<file path="config.mk">
export PLATFORM = sky130hd
export DESIGN_NAME = credit_tx
export DESIGN_NICKNAME = d
export VERILOG_FILES = /design/src/rtl/credit_tx.sv
export SDC_FILE = /design/constraint.sdc
export NUM_CORES = 1
export LEC_CHECK = 0
export ABC_AREA = 0
export BUFFER_PORTS_ARGS = -buffer_cell sky130_fd_sc_hd__buf_2
export CORE_MARGIN = 5
export CORE_UTILIZATION = 50
export CTS_BUF_LIST = sky130_fd_sc_hd__clkbuf_16
export DETAILED_ROUTE_END_ITERATION = 6
export PLACE_DENSITY = 0.84
export SLEW_MARGIN = 20
export SYNTH_ARGS = -nofsm -noshare
export SYNTH_HDL_FRONTEND = slang
export SYNTH_SLANG_ARGS = --single-unit
</file>
<file path="constraint.sdc">
create_clock -name re_clk -period 6.6 [get_ports re_clk]
set_input_delay 0.66 -clock re_clk [delete_from_list [all_inputs] [get_ports re_clk]]
set_output_delay 0.66 -clock re_clk [all_outputs]
set_load 0.02 [all_outputs]
</file>
<file path="src/rtl/credit_tx.sv">
// rtl/credit_tx.sv - transmit-side credit owner for the CDC credit buffer
//
// Purpose:
//   Accepts words from a local valid/ready producer. Each accepted word is
//   written into the CDC buffer as a one-cycle re_valid/re_data strobe, and
//   one credit is spent for it. Each re_credit_pulse from the buffer restores
//   one credit. A quiesce handshake stops new sends, waits until every credit
//   is home, and then acknowledges.
//
// Ports:
//   re_clk           sole clock (buffer write-side clock)
//   re_reset         synchronous, active-high reset
//   src_valid        producer has a word
//   src_data         producer word
//   src_ready        word accepted this cycle when src_valid && src_ready
//   re_valid         one-cycle write strobe to the buffer
//   re_data          word written into the buffer (holds between strobes)
//   re_credit_pulse  one-cycle credit return from the buffer
//   quiesce_req      level request: stop sending and drain credits
//   quiesce_ack      high while idle (all credits home, no sends)
//   credits_avail    current credit count
//   credit_err       sticky: credit returned while the count was already full
module credit_tx #(
   parameter int WIDTH   = 32,
   parameter int CREDITS = 16,
   parameter int CNT_W   = $clog2(CREDITS + 1)
) (
   input  logic             re_clk,
   input  logic             re_reset,
   input  logic             src_valid,
   input  logic [WIDTH-1:0] src_data,
   output logic             src_ready,
   output logic             re_valid,
   output logic [WIDTH-1:0] re_data,
   input  logic             re_credit_pulse,
   input  logic             quiesce_req,
   output logic             quiesce_ack,
   output logic [CNT_W-1:0] credits_avail,
   output logic             credit_err
);

   typedef enum logic [1:0] {
      RUN   = 2'd0,
      DRAIN = 2'd1,
      IDLE  = 2'd2
   } state_t;

   localparam logic [CNT_W-1:0] FULL = CNT_W'(CREDITS);
   localparam logic [CNT_W-1:0] ONE  = CNT_W'(1);

   state_t           state;
   state_t           state_nx;
   logic [CNT_W-1:0] credits;
   logic             ack_q;
   logic             err_q;
   logic             fire;
   logic             full;

   assign full = (credits == FULL);

   // Derived from registers only, so the producer never sees a combinational
   // path from its own src_valid back to src_ready.
   assign src_ready = (state == RUN) && (credits != '0);
   assign fire      = src_valid && src_ready;

   assign quiesce_ack   = ack_q;
   assign credits_avail = credits;
   assign credit_err    = err_q;

   always_comb begin
      state_nx = state;
      case (state)
         RUN: begin
            if (quiesce_req) state_nx = DRAIN;
         end
         DRAIN: begin
            // A withdrawn request wins over reaching full credits.
            if (!quiesce_req)  state_nx = RUN;
            else if (full)     state_nx = IDLE;
         end
         IDLE: begin
            if (!quiesce_req) state_nx = RUN;
         end
         default: state_nx = RUN;
      endcase
   end

   always_ff @(posedge re_clk) begin
      if (re_reset) begin
         state    <= RUN;
         credits  <= FULL;
         ack_q    <= 1'b0;
         err_q    <= 1'b0;
         re_valid <= 1'b0;
         re_data  <= '0;
      end else begin
         state    <= state_nx;
         // Registered ack tracks the state register exactly.
         ack_q    <= (state_nx == IDLE);
         re_valid <= fire;
         if (fire) re_data <= src_data;

         // fire implies credits != 0, and increments are blocked at FULL,
         // so the counter can never wrap.
         if (fire && !re_credit_pulse) begin
            credits <= credits - ONE;
         end else if (re_credit_pulse && !fire) begin
            if (full) err_q   <= 1'b1;
            else      credits <= credits + ONE;
         end
      end
   end

endmodule

</file>
# Yosys cells after proc, flatten, opt, wreduce, memory -nomap -nowiden
# Cells that the tools add are included.
[word_totals]
ff_bits = 42
input_bits = 37
out_inout_bits = 41
elab_cells = 33
[op_classes]
addsub = 2
eq_ne = 5
muxes = 8
bitwise_logic = 1
n_reduce_logical = 11
[ops]
columns = ["operator", "count"]
rows = [
  ["two-way mux 5 bit", 3],
  ["two-way mux 2 bit", 4],
  ["one-hot mux 2 bit (3 select lines)", 1],
  ["adder 5 x 1 -> 5 bit, second input constant", 1],
  ["== test 5 bit, second input constant", 1],
  ["nonzero test 5 bit", 1],
  ["subtractor 5 x 1 -> 5 bit, second input constant", 1],
  ["== test 2 bit, second input constant", 2],
  ["logical AND 1 bit", 4],
  ["AND reduction 3 bit", 1],
  ["== test 2 x 1 -> 1 bit, second input constant", 1],
  ["zero test 1 bit", 2],
  ["zero test 2 bit", 1],
  ["!= test 2 x 1 -> 1 bit, second input constant", 1],
  ["AND reduction 2 bit", 1],
  ["nonzero test 2 bit", 1],
  ["inverter 1 bit", 1],
]

# Logic depth before layout (Yosys ltp)
[logic_depth]
depth_word = 7
ltp_mapped = 13
mapped_depth_nobuf = 10

# Worst setup path after synthesis
# OpenSTA, ideal clock, no wires.
[synth_path]
path_kind = "register -> register"
startpoint = "register credits[1] (netlist: credits_avail[1])"
endpoint = "register credits[2] (netlist: credits_avail[2])"
setup_time_ps = 70
t_arrival_ps = 3045
required_time_ps = 6530
setup_slack_ps = 3485
stages_incl_launch_ff = 14
path_cell_list = "dfxtp_1 -> buf_6 -> or4_4 -> o211ai_4 -> inv_2 -> buf_6 -> ha_1 -> clkbuf_1 -> xor2_1 -> ha_1 -> a21oi_1 -> xor2_1 -> or4_1 -> a21oi_1"
[synth_via]
elab_chain_cells = 7
elab_cells_between_ends = 15
cone_classes = "add/sub (2); eq/ne (2); mux (3); reduce/logical (8)"
[synth_lines]
columns = ["item", "line", "source"]
rows = [
  ["start: declaration", "53", "logic [CNT_W-1:0] credits;"],
  ["start signal: assignment", "106", "credits <= credits - ONE;"],
  ["start signal: assignment", "109", "else credits <= credits + ONE;"],
  ["nonzero test 5 bit (*)", "63", "assign src_ready = (state == RUN) && (credits != '0);"],
  ["logical AND 1 bit (*)", "63", ""],
  ["logical AND 1 bit (*)", "64", "assign fire = src_valid && src_ready;"],
  ["net fire", "56", "logic fire;"],
  ["zero test 1 bit", "107", "end else if (re_credit_pulse && !fire) begin"],
  ["logical AND 1 bit", "107", ""],
  ["nonzero test 2 bit (no line)", "--", ""],
  ["AND reduction 2 bit (no line)", "--", ""],
]
# Mark *: on every way through the listed nets, which the timed path passes. The rest lies on a longest branch. The select of a mux whose other input is x is not followed.
# A chain may end at the register's enable or synchronous reset.

# Worst setup path in the final report
[layout_path]
startpoint = "register credits[1] (netlist: credits_avail[1])"
endpoint = "register credits[2] (netlist: credits_avail[2])"
[layout_via]
elab_chain_cells = 7
elab_cells_between_ends = 15
cone_classes = "add/sub (2); eq/ne (2); mux (3); reduce/logical (8)"
[layout_lines]
columns = ["item"]
rows = [
  ["branches (longest 7 deep; another with adder 5 x 1 -> 5 bit)"],
]
# Parallel ways; which one is timed is not known. The select of a mux whose other input is x is not followed.

==> out/metrics.yaml <==
timing.fmax_mhz: 256
port_buffers: 77
die_area_mm2: 0.00479
grt_pass1_vias: 1559
fin_cells: 324
drt_first_pass_iters: 4
setup_viol: 0
tns_ns: 0
period_share: 0.592
routed-wl-met3_um: 283
insertion_delay_ns: 0.28
placementRows: 21
ys.warnings.count: 0
vias: 1611
hold_ws_ns: 0.450
clkPwrFrac: 0.315
clockBufferDepth: 2
insertedDiodeCount: 0
postRouteAntennaNets: 0
async_reset_ff_frac: 0
antenna_found_initial: 0
crit_chain: "or4_4, o211ai_4, inv_2, ha_1, xor2_1, ha_1, a21oi_1, xor2_1, or4_1, a21oi_1"
n_fill_cell: 317
drive_above_1_share: 0.317
nets: 319
cp.arrival_ns: 4.11
vias_per_cell: 4.97
leakage_nw: 1.04
seq_power_share: 0.415
synth_nets: 250
wl_met1_um: 1730
place.gp.congestion: 0.789
vdd_drop_max_mv: 0.212
synthCells: 208
synth_top_area_frac: 0.479
p_comb_frac: 0.270
path_buf_inv: 1
slowest_stage: "o211ai_4"
holdCritPathClass: "flip-flop to flip-flop"
cts_resized: 0
numCtsBuffers: 5
sw_frac_of_total: 0.327
p_sw_mw: 0.240
synth_ff_type: "dfxtp_1"
cts-root-buf: "clkbuf_16"
slew_headroom: 0.393
hold_viol: 0
ys_top_cells_by_area: "dfxtp_1, nand2_1, a21oi_1"
clock_sinks: 42
final_cell_mix: "buf_2, nand2_1, dfxtp_1"
critPathKind: "flip-flop to flip-flop"
cts_tree: "yes"
core_area_mm2: 0.00336
endpoint_kind: "flip-flop"
wl_per_cell_um: 12.4
drv_cap: 0
tightest_slew_ns: 0.905
synth_edf_count: 0
final_common_cell: "buf_2"
ys_seq_elements: 42
die_width_um: 69.2
syn_to_final_growth_pct: 27.1
rsz0062_at_grt: "no"
dp_hpwl_um: 2810
intPower_mw: 0.494
start_util: 0.522
grt_overflow_total: 0
cts_hold_buffers: 0
rr_startpoint: "credits_avail[1]"
p_per_area_mw_per_mm2: 329
max_stage_delay_ns: 0.73
yosysUniqueCellTypes: 36
num_io_pins: 78
dr.first_iter.drc_count: 93
fin_skew_ns: 0.00522
die_y_um: 69.2
groute.usage.overall: 0.171
startpoint: "credits_avail[1]"
startpoint_type: "flip-flop"
place_inst: 316
grt_pass1_wl_um: 6810
synth-seq-area-share: 0.479
highest_layer: "met4"
hold_path_startpoint: "re_data[27]"
crit_family: "compound AO/OA/AOI/OAI gates"
cts_setup_buffers: 0
maxSlewViolCount: 0
period_minus_slack_ns: 3.91
clk_pin_slew_ns: 0.06
synth_largest_area_cell: "dfxtp_1"
path_max_fanout: 35
syn-cell-area_mm2: 0.00175
drc: 0
cts_htree_levels: 2
grt_max_degree: 46
wl_met2_um: 1930
routed_wl_um: 4000
cp.required_ns: 6.80
status: "finished, final reports clean"
synth_area_per_cell_um2: 8.43
per-layer routing:
layer	up-vias	GRT usage
met5	-	0
met4	0	0.0781
met3	4	0.0565
met2	51	0.286
met1	721	0.196
li1	835	-
synth_stat cells, types with 2 or more instances:
library cell	count
buf_6	7
nand2_1	68
ha_1	5
nor3b_1	4
dfxtp_1	42
inv_1	2
a21oi_1	38
nor2_1	7
xor2_1	3
clkbuf_1	6
state kept, by name, summed over array words and instances (netlist names):
name           cells
credits_avail      5
credit_err         1
quiesce_ack        1
re_valid           1
state              2
re_data           32
through the flow:
step | setup WS [ns] | area (µm²) | total power, mW | utilization
2_1_floorplan | 3.48 | 1750 | 0.463 | -
3_3_place_gp | 2.74 | 2090 | 0.506 | 0.621
3_5_place_dp | 2.73 | 2090 | 0.508 | 0.621
4_1_cts | 2.71 | 2230 | 0.740 | 0.663
5_1_grt | 2.34 | 2230 | 0.776 | 0.663
6_report | 2.69 | 2230 | 0.734 | 0.663
tightest hold or removal path, cell delays in order (launching register included):
cell	delay, ns
dfxtp_1	0.30
nand2_1	0.05
a21oi_1	0.05
power by group through the flow:
stage                     Sequential, mW  Clock [mW]  Combinational (mW)
after floorplan                    0.337           0               0.125
after global placement             0.308           0               0.198
after detailed placement           0.310           0               0.199
after CTS                          0.304       0.236               0.200
after global routing               0.309       0.247               0.220
final                              0.304       0.231               0.198
logic make-up (layout without fill, tap and decap cells):
logic type / Yosys count / in the layout / synth area share
flip-flops: 42 / 42 / 0.479
AND/OR/NAND/NOR: 90 / 90 / 0.228
XOR/XNOR: 4 / 4 / 0.0200
buffers and inverters: 18 / 88 / 0.0692
adder cells (fa/ha/maj): 5 / 5 / 0.0357
AO/OA/AOI/OAI: 47 / 47 / 0.156
multiplexers: 2 / 2 / 0.0121
final cells by class:
class | count | area (µm²) | area share
Sequential cell | 42 | 841 | 0.377
Inverter | 3 | 11.3 | 0.00505
Clock buffer | 5 | 125 | 0.0561
Clock inverter | 3 | 17.5 | 0.00786
Tap cell | 46 | 57.6 | 0.0258
Multi-Input combinational cell | 148 | 792 | 0.355
Timing Repair Buffer | 77 | 385 | 0.173
path summary, 6_finish.rpt:
| check | end | slack (ns) | cells after the start |
|---|---|---|---|
| max | credits_avail[2] | 2.69 | 10 |
| min | re_data[27] | 0.45 | 2 |
| min reg2reg | re_data[27] | 0.45 | 2 |
| max reg2reg | credits_avail[2] | 2.69 | 10 |
No activity file was read; power rests on OpenSTA's default activity.
